### src/rtl/vga_timing_generator.sv
// Raster timing for the VGA path: column/row counters, display enable, syncs, frame pulse/count.
// Define VGA_SYNC_ALIGN_EN to delay hsync/vsync one pixel step to line up with registered RGB.
module vga_timing_generator #(
    parameter int H_VISIBLE  = 640,
    parameter int H_FRONT    = 16,
    parameter int H_SYNC     = 96,
    parameter int H_BACK     = 48,
    parameter int V_VISIBLE  = 480,
    parameter int V_FRONT    = 10,
    parameter int V_SYNC     = 2,
    parameter int V_BACK     = 33,
    parameter bit H_SYNC_POL = 1'b0,
    parameter bit V_SYNC_POL = 1'b0
) (
    input  logic        vga_clock,
    input  logic        reset,
    input  logic        pixel_enable,
    output logic [31:0] column,
    output logic [31:0] row,
    output logic        display_enable,
    output logic        hsync,
    output logic        vsync,
    output logic        frame_start,
    output logic [15:0] frame_count
);

    localparam int H_TOTAL = H_VISIBLE + H_FRONT + H_SYNC + H_BACK;
    localparam int V_TOTAL = V_VISIBLE + V_FRONT + V_SYNC + V_BACK;

    localparam logic [31:0] H_LAST    = 32'(H_TOTAL - 1);
    localparam logic [31:0] V_LAST    = 32'(V_TOTAL - 1);
    localparam logic [31:0] H_VIS     = 32'(H_VISIBLE);
    localparam logic [31:0] V_VIS     = 32'(V_VISIBLE);
    localparam logic [31:0] HS_START  = 32'(H_VISIBLE + H_FRONT);
    localparam logic [31:0] HS_END    = 32'(H_VISIBLE + H_FRONT + H_SYNC);
    localparam logic [31:0] VS_START  = 32'(V_VISIBLE + V_FRONT);
    localparam logic [31:0] VS_END    = 32'(V_VISIBLE + V_FRONT + V_SYNC);

    logic [31:0] r_column;
    logic [31:0] r_row;
    logic        r_display_enable;
    logic        r_hsync;
    logic        r_vsync;
    logic        r_frame_start;
    logic [15:0] r_frame_count;

    logic [31:0] w_next_col;
    logic [31:0] w_next_row;
    logic        w_de_next;
    logic        w_hs_next;
    logic        w_vs_next;
    logic        w_fs_next;

    // Every flag is derived from the next position so it registers alongside it.
    always_comb begin
        w_next_col = r_column + 32'd1;
        w_next_row = r_row;
        if (r_column == H_LAST) begin
            w_next_col = 32'd0;
            w_next_row = (r_row == V_LAST) ? 32'd0 : r_row + 32'd1;
        end
        w_de_next = (w_next_col < H_VIS) && (w_next_row < V_VIS);
        w_hs_next = ((w_next_col >= HS_START) && (w_next_col < HS_END)) ? H_SYNC_POL : ~H_SYNC_POL;
        w_vs_next = ((w_next_row >= VS_START) && (w_next_row < VS_END)) ? V_SYNC_POL : ~V_SYNC_POL;
        w_fs_next = (w_next_col == 32'd0) && (w_next_row == 32'd0);
    end

    // Reset parks on the last raster position so the first step lands on (0,0).
    always_ff @(posedge vga_clock or negedge reset) begin
        if (!reset) begin
            r_column         <= H_LAST;
            r_row            <= V_LAST;
            r_display_enable <= 1'b0;
            r_hsync          <= ~H_SYNC_POL;
            r_vsync          <= ~V_SYNC_POL;
            r_frame_start    <= 1'b0;
            r_frame_count    <= 16'd0;
        end else if (pixel_enable) begin
            r_column         <= w_next_col;
            r_row            <= w_next_row;
            r_display_enable <= w_de_next;
            r_hsync          <= w_hs_next;
            r_vsync          <= w_vs_next;
            r_frame_start    <= w_fs_next;
            if (w_fs_next) begin
                r_frame_count <= r_frame_count + 16'd1;
            end
        end
    end

`ifdef VGA_SYNC_ALIGN_EN
    logic r_hsync_d;
    logic r_vsync_d;

    always_ff @(posedge vga_clock or negedge reset) begin
        if (!reset) begin
            r_hsync_d <= ~H_SYNC_POL;
            r_vsync_d <= ~V_SYNC_POL;
        end else if (pixel_enable) begin
            r_hsync_d <= r_hsync;
            r_vsync_d <= r_vsync;
        end
    end

    assign hsync = r_hsync_d;
    assign vsync = r_vsync_d;
`else
    assign hsync = r_hsync;
    assign vsync = r_vsync;
`endif

    assign column         = r_column;
    assign row            = r_row;
    assign display_enable = r_display_enable;
    assign frame_start    = r_frame_start;
    assign frame_count    = r_frame_count;

endmodule

### config.mk
export PLATFORM = sky130hd
export DESIGN_NAME = vga_timing_generator
export DESIGN_NICKNAME = d
export VERILOG_FILES = /design/src/rtl/vga_timing_generator.sv
export SDC_FILE = /design/constraint.sdc
export NUM_CORES = 1
export LEC_CHECK = 0
export ABC_CLOCK_PERIOD_IN_PS = 3900
export CORE_MARGIN = 5
export CORE_UTILIZATION = 55
export DETAILED_ROUTE_END_ITERATION = 8
export PLACE_DENSITY = 0.81
export SYNTH_ARGS = -nofsm -noshare
export SYNTH_HDL_FRONTEND = slang
export SYNTH_SLANG_ARGS = --single-unit
export TNS_END_PERCENT = 5
### constraint.sdc
create_clock -name vga_clock -period 3.9 [get_ports vga_clock]
set_clock_uncertainty 0.05 [all_clocks]
set_input_delay 0.585 -clock vga_clock [delete_from_list [all_inputs] [get_ports vga_clock]]
set_output_delay 0.585 -clock vga_clock [all_outputs]
set_load 0.02 [all_outputs]
==> results.tsv, run 1 <==
metric	value	unit
status	completed	
fin area	0.00706	mm²
RSZ-0062 raised after global routing	false	
Net Count, Synth	702	
Area after DPL	0.00684	mm²
total CTS buffers	9	
Top FF cell, synth	dfrtp_1	
Worst-path clk slew	0.10	ns
clock sinks	84	
top cells by area, synth	dfrtp_1, xnor2_1, dfstp_2	
Via-to-Cell Ratio	6.41	
CP dominant cell by count	nand4_1	
Core ar.	0.0103	mm²
area leader, netlist	dfrtp_1	
top cell type's share of synthesized area	31.1	%
fmax	271	MHz
Max-Cap Viols	0	
final period utilization	94.7	%
# port buffers	86	
area grow syn2layout	22.0	%
Synth cell types	68	
first-iteration detailed-routing DRC count	562	
Post-Synth XOR/XNOR Area	10.6	%
most common cell after layout, fill and taps aside	clkdlybuf4s50_1	
Synth Warn #	0	
largest net degree at the start of global routing	64	
mux share of post-synthesis cell area	0.541	%
pwr/cell area	279	mW/mm²
fin crit period	3.69	ns
Slowest-stage cell, CP	dfrtp_1	
Crit Path Class	reg2reg	
CP arrival	3.92	ns
#FFs+latches synth	84	
clock tree buffer depth	2	
vias	5830	
Sw Share	32.5	%
CTS tree	yes	
Post-DP HPWL	12400	µm
Mapped Cells	695	
Final setup viols	0	
nets	775	
reg2reg end	frame_count[7]$_DFFE_PN0P_	
vias in the first global route	5558	
Placer Congestion	0.930	
Cells after DPL	892	
Fin. Hold Viols	0	
Tot Pwr	1.97	mW
Routed Antenna Nets	0	
worst hold path type	in2async	
EDFF count, synth	0	
largest family of logic cells by synthesized area	simple AND/OR/NAND/NOR gates	
Least-Margin Pin Slew	0.934	ns
Psw	0.640	mW
grt ovf	0	
register share of total power	51.2	%
Layout Cells excl Fill	909	
DRC errors left	0	
TritonRoute pass-1 iters	6	
drt total wl	17500	µm
initial antenna violation count	0	
pre-CTS WS	0.114	ns
FF-to-FF path depth	11	
worst reg-to-reg setup slack	0.21	ns
Initial Util	56.3	%
complex-gate fraction of the synthesized area	15.4	%
Int Pwr	1.33	mW
first-pass GRT wire length	28800	µm
Worst-Skew Late Latency	0.37	ns
routed len/inst	19.2	µm
Worst IR Drop VDD	316	µV
clock share of power	31.5	%
Total GRT Usage	27.7	%
leakage power	2.72	nW
number of core rows	37	
CTS root buf	clkbuf_8	
crit-path cells	ha_2 -> nand4_1 -> nor3_2 -> nand4_1 -> o21a_1 -> a211o_1 -> or4_4 -> a211oi_4 -> buf_4 -> nand4_1 -> xnor2_1	
Max Slew Vio Count	0	
die extent in x	113	µm
Gate power share	17.3	%
storage element area	0.00212	mm²
CP Capture Type	flop	
Final Util	68.7	%
commonest non-fill, non-tap cells in the layout	clkdlybuf4s50_1, dfrtp_1, nand2_1	
share of post-route cells with drive strength above 1	10.7	%
Critical Path Fanout Max	11	
multi-input combinational cell area	0.00338	mm²
die area	0.0127	mm²
Worst Path Required	4.12	ns
synthesized area	0.00578	mm²
Hold WS	0.257	ns
filler cell count	867	
Hold Buf Count CTS	0	
TNS Setup	0	ns
Post-synth ARST share	100	%
R2R Path Start	row[0]$_DFFE_PN0P_	
setup ws final	0.205	ns
startpoint types	flop	
Seq/Total Area, Yosys	36.6	%
slew margin rel.	37.3	%
antenna diode count	0	
H-Tree Depth	3	
simple-gate share of the synthesized area	30.8	%
Post-Synth Adder-Cell Area	0.865	%
die outline height	113	µm
IO Count	87	
Post-Synthesis Mean Instance Area	8.32	µm²
max incr delay on CP	0.57	ns
[worst max-delay path, delay by kind of cell, from the launching register on]
| family | cells | cell delay (ns) |
|---|---|---|
| and+or+nand+nor | 5 | 1.34 |
| AOI/OAI and AO/OA | 3 | 0.88 |
| DFF | 1 | 0.57 |
| adders and majority gates | 1 | 0.35 |
| buffers and inverters | 1 | 0.26 |
| xor gates and xnor gates | 1 | 0.15 |
[Yosys cell counts, types with 8 or more instances]
| cell | instances |
|---|---|
| nand4_1 | 44 |
| dfstp_2 | 12 |
| a21oi_1 | 17 |
| o31ai_1 | 17 |
| o21ai_0 | 45 |
| or3_1 | 12 |
| nor3_1 | 30 |
| xnor2_1 | 54 |
| nor4_1 | 20 |
| buf_2 | 14 |
| a211oi_1 | 8 |
| dfrtp_1 | 72 |
| and3_1 | 27 |
| a31oi_1 | 9 |
| nor2_1 | 49 |
| nand2_1 | 58 |
| xor2_1 | 16 |
| inv_1 | 8 |
| nand3_1 | 41 |
| and4_1 | 9 |
| and2_1 | 9 |
| clkbuf_1 | 45 |
[repair_timing]
action,in CTS,in global routing
endpoints found under the setup margin,0,11
resized for setup,0,3
buffers inserted,0,1
[logic make-up after synthesis]
| family | after synthesis |
|---|---|
| xor gates and xnor gates | 70 |
| adders and majority gates | 4 |
| AOI/OAI and AO/OA | 136 |
| DFF | 84 |
| buffers and inverters | 73 |
| and+or+nand+nor | 325 |
| muxes | 3 |
[layer usage]
layer	global-route usage, %	up-vias	part of all wire [%]
met1	37.6	2767	43
met2	43.3	286	46
li1	-	2713	-
met3	4.85	64	7.1
met5	0	-	0
met4	12.4	0	3.8
[how the worst max path moves through the flow]
stage,startpoint,end,slack [ns]
4_1_cts,row[0]$_DFFE_PN0P_,frame_count[13]$_DFFE_PN0P_,0.09
2_1_floorplan,column[0]$_DFFE_PN1P_,frame_count[12]$_DFFE_PN0P_,0.28
3_5_place_dp,row[0]$_DFFE_PN0P_,frame_count[13]$_DFFE_PN0P_,0.11
3_3_place_gp,row[0]$_DFFE_PN0P_,frame_count[7]$_DFFE_PN0P_,0.19
6_report,row[0]$_DFFE_PN0P_,frame_count[7]$_DFFE_PN0P_,0.21
5_1_grt,column[0]$_DFFE_PN1P_,frame_count[1]$_DFFE_PN0P_,0.03
[flip-flops by register name, summed over array words and instances, names as in the netlist]
register / flops
column: 32
display_enable: 1
frame_count: 16
frame_start: 1
hsync: 1
row: 32
vsync: 1
[power groups by stage]
stage,logic (mW),clock network [mW],registers (mW)
after detailed placement,0.340,0,1.02
after CTS,0.342,0.628,1.00
final,0.341,0.619,1.01
after global routing,0.370,0.674,1.02
after global placement,0.335,0,1.02
after floorplan,0.202,0,1.01
[layout make-up]
class,count,share of cell area (%)
multi-input cells,538,47.9
flip-flops and latches,84,30.0
repair buffers,126,16.4
well taps,136,2.41
clock buffers,9,1.76
clock inverters,7,0.993
inverters,9,0.479
Note: power is estimated with default switching activity, not from simulation.
==> run 2: changes to the inputs <==
--- a/config.mk
+++ b/config.mk
@@ -5,11 +5,10 @@
 export SDC_FILE = /design/constraint.sdc
 export NUM_CORES = 1
 export LEC_CHECK = 0
-export ABC_CLOCK_PERIOD_IN_PS = 3900
 export CORE_MARGIN = 5
-export CORE_UTILIZATION = 55
+export CORE_UTILIZATION = 50
 export DETAILED_ROUTE_END_ITERATION = 8
-export PLACE_DENSITY = 0.81
+export PLACE_DENSITY = 0.75
 export SYNTH_ARGS = -nofsm -noshare
 export SYNTH_HDL_FRONTEND = slang
 export SYNTH_SLANG_ARGS = --single-unit
==> run 2 against run 1 <==
Clock power rose by 55%. Combinational power rose by 2%. Critical path depth did not move. Sequential power barely moved. Register-to-register slack got worse by 0.07 ns. Cell area rose by 1.5%. Routed wire length rose by 2.3%. Maximum frequency fell by 1.9%. Critical path type unchanged.
==> results.tsv, run 2 (synthesis gave the netlist of run 1 again) <==
metric	value	unit	change
status	completed		
final period utilization	96.5	%	+1.8 points
most common cell after layout, fill and taps aside	clkdlybuf4s50_1		
Via-to-Cell Ratio	6.39		-0.34%
Area after DPL	0.00682	mm²	-0.31%
die extent in x	118	µm	+4.4%
Routed Antenna Nets	0		unchanged
Crit Path Class	reg2reg		
Hold Buf Count CTS	0		unchanged
largest net degree at the start of global routing	85		+33%
Slowest-stage cell, CP	or4_1		
routed len/inst	19.6	µm	+2.0%
IO Count	87		unchanged
max incr delay on CP	0.70	ns	+0.13 ns
Worst-Skew Late Latency	0.35	ns	-0.02 ns
CP arrival	3.95	ns	+0.03 ns
die outline height	118	µm	+4.4%
Max Slew Vio Count	0		unchanged
area grow syn2layout	23.9	%	
antenna diode count	0		unchanged
clock sinks	84		unchanged
Worst Path Required	4.08	ns	-0.04 ns
Least-Margin Pin Slew	1.11	ns	+0.174 ns
fin area	0.00717	mm²	+1.5%
Critical Path Fanout Max	15		+4
die area	0.0138	mm²	+9.1%
RSZ-0062 raised after global routing	false		
worst hold path type	in2async		
leakage power	2.78	nW	+2.2%
nets	770		-0.65%
Worst-path clk slew	0.07	ns	-0.03 ns
Post-CTS Setup Inserts	0		unchanged
TNS Setup	0	ns	unchanged
vias	5823		-0.12%
Crit path buffers/inverters	1		unchanged
slew margin rel.	26.2	%	-11 points
Max-Cap Viols	0		unchanged
share of post-route cells with drive strength above 1	10.0	%	-0.71 points
total CTS buffers	9		unchanged
startpoint types	flop		
Final setup viols	0		unchanged
Fin. Hold Viols	0		unchanged
first-iteration detailed-routing DRC count	616		+9.6%
Total GRT Usage	25.4	%	-2.3 points
vias in the first global route	5659		+1.8%
family with the most delay on the worst path	simple AND/OR/NAND/NOR gates		
CTS root buf	clkbuf_16		
fin crit period	3.76	ns	+0.0701 ns
commonest non-fill, non-tap cells in the layout	clkdlybuf4s50_1, dfrtp_1, nand2_1		
clock tree buffer depth	2		unchanged
pwr/cell area	323	mW/mm²	+16%
DRC errors left	0		unchanged
grt ovf	0		unchanged
drt total wl	17900	µm	+2.3%
initial antenna violation count	0		unchanged
Post-DP HPWL	12400	µm	+0.20%
CTS tree	yes		
number of core rows	39		+5.4%
Core ar.	0.0114	mm²	+11%
Initial Util	50.9	%	-5.4 points
Worst IR Drop VDD	339	µV	+7.5%
first-pass GRT wire length	29500	µm	+2.2%
H-Tree Depth	3		unchanged
Placer Congestion	0.921		-1.0%
TritonRoute pass-1 iters	6		unchanged
filler cell count	1017		+17%
# port buffers	86		unchanged
CP Capture Type	flop		
crit-path cells	ha_1 -> nand4_1 -> or4_1 -> nor3_1 -> xnor2_1 -> o21ai_0 -> nor4_2 -> nor3b_2 -> buf_4 -> nand2_2 -> mux2_1		
fmax	266	MHz	-1.9%
-- run 2: cell count changes in the layout (fill, tap and decap cells not counted), moves of 2 or more --
cell,change
inv_6,+3
clkinvlp_4,-2
clkbuf_16,+9
clkbuf_8,-9
inv_8,-2
buf_4,-5
bufinv_16,+2
-- run 2: worst paths after layout --
check / slack, ns / startpoint / endpoint / depth (start not counted)
setup / recovery: 0.14 / column[0]$_DFFE_PN1P_ / frame_count[1]$_DFFE_PN0P_ / 11
hold / removal: 0.36 / reset / column[23]$_DFFE_PN0P_ / 1
setup reg to reg: 0.14 / column[0]$_DFFE_PN1P_ / frame_count[1]$_DFFE_PN0P_ / 11
hold reg to reg: 0.44 / frame_count[8]$_DFFE_PN0P_ / frame_count[8]$_DFFE_PN0P_ / 1
max in group asynchronous: 2.69 / reset / column[25]$_DFFE_PN0P_ / 1
min in group vga_clock: 0.44 / frame_count[8]$_DFFE_PN0P_ / frame_count[8]$_DFFE_PN0P_ / 1
-- run 2: final cells by class --
| cell class | instances | area (µm²) | area share, % |
|---|---|---|---|
| multi-input combinational | 538 | 3390 | 47.3 |
| sequential | 84 | 2120 | 29.5 |
| timing repair buffer | 121 | 1120 | 15.6 |
| clock buffer | 9 | 225 | 3.14 |
| tap | 143 | 179 | 2.50 |
| clock inverter | 7 | 103 | 1.43 |
| inverter | 9 | 33.8 | 0.471 |
-- run 2: through the flow --
stage	std cells	setup slack, ns	util, %	hold WS, ns	power (mW)
after floorplan	695	0.277	-	0.239	1.22
final	911	0.135	63.0	0.363	2.31
after global placement	895	0.200	60.0	0.414	1.35
after CTS	911	0.0976	62.9	0.441	2.32
after detailed placement	895	0.113	60.0	0.430	1.36
after global routing	911	0.0238	63.0	0.451	2.40
-- run 2: what timing repair did --
action / 4_1_cts / 5_1_grt
endpoints found under the hold margin: 0 / 0
endpoints found under the setup margin: 0 / 2
resized for setup: 0 / 3
-- run 2: power breakdown --
group	switching, mW	internal, mW	total (mW)	leakage (nW)
Combinational	0.192	0.155	0.348	1.50
Clock	0.391	0.571	0.961	0.157
Sequential	0.0814	0.925	1.01	1.12
Total	0.664	1.65	2.31	2.78
-- run 2: layer usage --
layer	vias to the layer above	part of all wire (%)	wire length, µm	GRT usage, %
met2	271	48	8550	40.9
met1	2822	43	7650	34.3
met5	-	0	0	0
met3	33	7.3	1300	3.60
met4	0	2.2	386	10.5
li1	2697	-	-	-
==> run 3: changes to the inputs <==
--- a/config.mk
+++ b/config.mk
@@ -5,7 +5,6 @@
 export SDC_FILE = /design/constraint.sdc
 export NUM_CORES = 1
 export LEC_CHECK = 0
-export CORE_MARGIN = 5
 export CORE_UTILIZATION = 50
 export DETAILED_ROUTE_END_ITERATION = 8
 export PLACE_DENSITY = 0.75
==> run 3 against run 2 <==
Sequential power barely moved. Cell count fell by 0.11%. Clock-buffer cell count rose by 1. First-iteration DRC count fell by 25%. Cell area fell by 0.19%. Largest cell class unchanged. Highest routed layer unchanged.
==> results.tsv, run 3 (synthesis gave the netlist of run 1 again) <==
metric	value	unit	change
status	completed		
worst reg-to-reg setup slack	0.16	ns	+0.02 ns
Critical Path Fanout Max	17		+2
Psw	0.664	mW	about the same
routed len/inst	19.7	µm	+0.34%
Worst Path Required	4.09	ns	about the same
Max Slew Vio Count	0		unchanged
nets	772		+0.26%
R2R Path Start	row[0]$_DFFE_PN0P_		
Fin. Hold Viols	0		unchanged
CTS tree	yes		
Core ar.	0.0110	mm²	-3.0%
antenna diode count	0		unchanged
# port buffers	86		unchanged
TNS Setup	0	ns	unchanged
Int Pwr	1.59	mW	-3.4%
pwr/cell area	316	mW/mm²	-2.2%
CP Capture Type	flop		
clock tree buffer depth	2		unchanged
initial antenna violation count	0		unchanged
startpoint types	flop		
H-Tree Depth	3		unchanged
register share of total power	45.3	%	+1.8 points
Least-Margin Pin Slew	1.09	ns	-0.0129 ns
vias	5916		+1.6%
IO Count	87		unchanged
Total GRT Usage	31.4	%	+6.0 points
worst hold path type	in2async		
CP arrival	3.93	ns	-0.02 ns
Sw Share	29.4	%	+0.71 points
fmax	267	MHz	+0.62%
Placer Congestion	0.940		+2.1%
reg2reg end	frame_count[1]$_DFFE_PN0P_		
Hold Buf Count CTS	0		unchanged
Worst-Skew Late Latency	0.35	ns	about the same
largest net degree at the start of global routing	85		unchanged
Max-Cap Viols	0		unchanged
area grow syn2layout	23.6	%	
FF-to-FF path depth	11		unchanged
vias in the first global route	5581		-1.4%
Worst-path clk slew	0.07	ns	about the same
most common cell after layout, fill and taps aside	clkdlybuf4s50_1		
Via-to-Cell Ratio	6.50		+1.7%
drt total wl	17900	µm	+0.23%
Gate power share	14.4	%	-0.6 points
die extent in x	110	µm	-6.8%
total CTS buffers	9		unchanged
grt ovf	0		unchanged
die area	0.0120	mm²	-13%
share of post-route cells with drive strength above 1	10.1	%	+0.10 points
fin crit period	3.74	ns	-0.0230 ns
first-pass GRT wire length	29100	µm	-1.1%
Post-DP HPWL	12400	µm	about the same
clock sinks	84		unchanged
Routed Antenna Nets	0		unchanged
Initial Util	52.4	%	+1.6 points
commonest non-fill, non-tap cells in the layout	clkdlybuf4s50_1, dfrtp_1, nand2_1		
final period utilization	95.9	%	-0.59 points
die outline height	110	µm	-6.8%
Crit Path Class	reg2reg		
CTS root buf	clkbuf_16		
Tot Pwr	2.26	mW	-2.4%
Final setup viols	0		unchanged
Worst IR Drop VDD	374	µV	+10%
first-iteration detailed-routing DRC count	465		-25%
RSZ-0062 raised after global routing	false		
DRC errors left	0		unchanged
slew margin rel.	27.0	%	+0.86 points
leakage power	2.77	nW	-0.52%
clock share of power	40.4	%	-1.1 points
TritonRoute pass-1 iters	6		unchanged
number of core rows	38		-2.6%
## run 3: cell count changes in the layout (fill, tap and decap cells not counted), sizes merged
cell and change:
buf +2, bufinv -1, clkbuf +1, inv -3, clkinv +3
## run 3: worst max-delay path by stage
stage	from	endpoint	slack, ns
floorplan	column[0]$_DFFE_PN1P_	frame_count[12]$_DFFE_PN0P_	0.28
global route	row[0]$_DFFE_PN0P_	frame_count[1]$_DFFE_PN0P_	0.01
global placement	row[0]$_DFFE_PN0P_	frame_count[1]$_DFFE_PN0P_	0.19
finish	row[0]$_DFFE_PN0P_	frame_count[1]$_DFFE_PN0P_	0.16
CTS	column[0]$_DFFE_PN1P_	frame_count[1]$_DFFE_PN0P_	0.02
detailed placement	column[0]$_DFFE_PN1P_	frame_count[1]$_DFFE_PN0P_	0.02
## run 3: area by class of cell
class / count / area (µm²)
Fill cell: 954 / 3880
Multi-Input combinational cell: 538 / 3380
Sequential cell: 84 / 2120
Timing Repair Buffer: 123 / 1140
Clock buffer: 10 / 239
Tap cell: 140 / 175
Clock inverter: 6 / 72.6
Inverter: 9 / 33.8
## run 3: metal layers
layer	global-route usage, %	part of all wire [%]
met5	0	0
met4	13.0	2.3
met3	5.93	8.2
met2	49.6	48
met1	42.2	41
## run 3: power by group through the flow
stage	combinational [mW]	sequential (mW)	clock, mW
final	0.325	1.02	0.911
after detailed placement	0.322	1.03	0
after global routing	0.356	1.03	0.956
after CTS	0.324	1.02	0.916
after floorplan	0.202	1.01	0
after global placement	0.315	1.03	0
## run 3: critical path, stage by stage (launching register included)
cell and delay (ns):
dfrtp_1 0.50, ha_1 0.37, nand4_1 0.33, nor3_2 0.35, nand4_1 0.19, o21a_1 0.21, a211o_1 0.28, or4_4 0.43
a211oi_4 0.20, buf_4 0.25, nand2_2 0.11, mux2_1 0.32
## run 3: metrics by stage
step                std cells  worst slack, ns  cell area (µm²)  utilization (%)  hold slack, ns
global placement          889            0.190             6800             61.6           0.429
CTS                       905           0.0151             7110             64.4           0.446
floorplan                 695            0.277             5780                -           0.239
global route              910           0.0101             7150             64.8           0.459
finish                    910            0.158             7150             64.8           0.388
detailed placement        889           0.0201             6800             61.6           0.431
## run 3: what timing repair did
item	CTS	global route
setup endpoints to repair	0	16
resized for setup	0	1
setup buffers	0	5
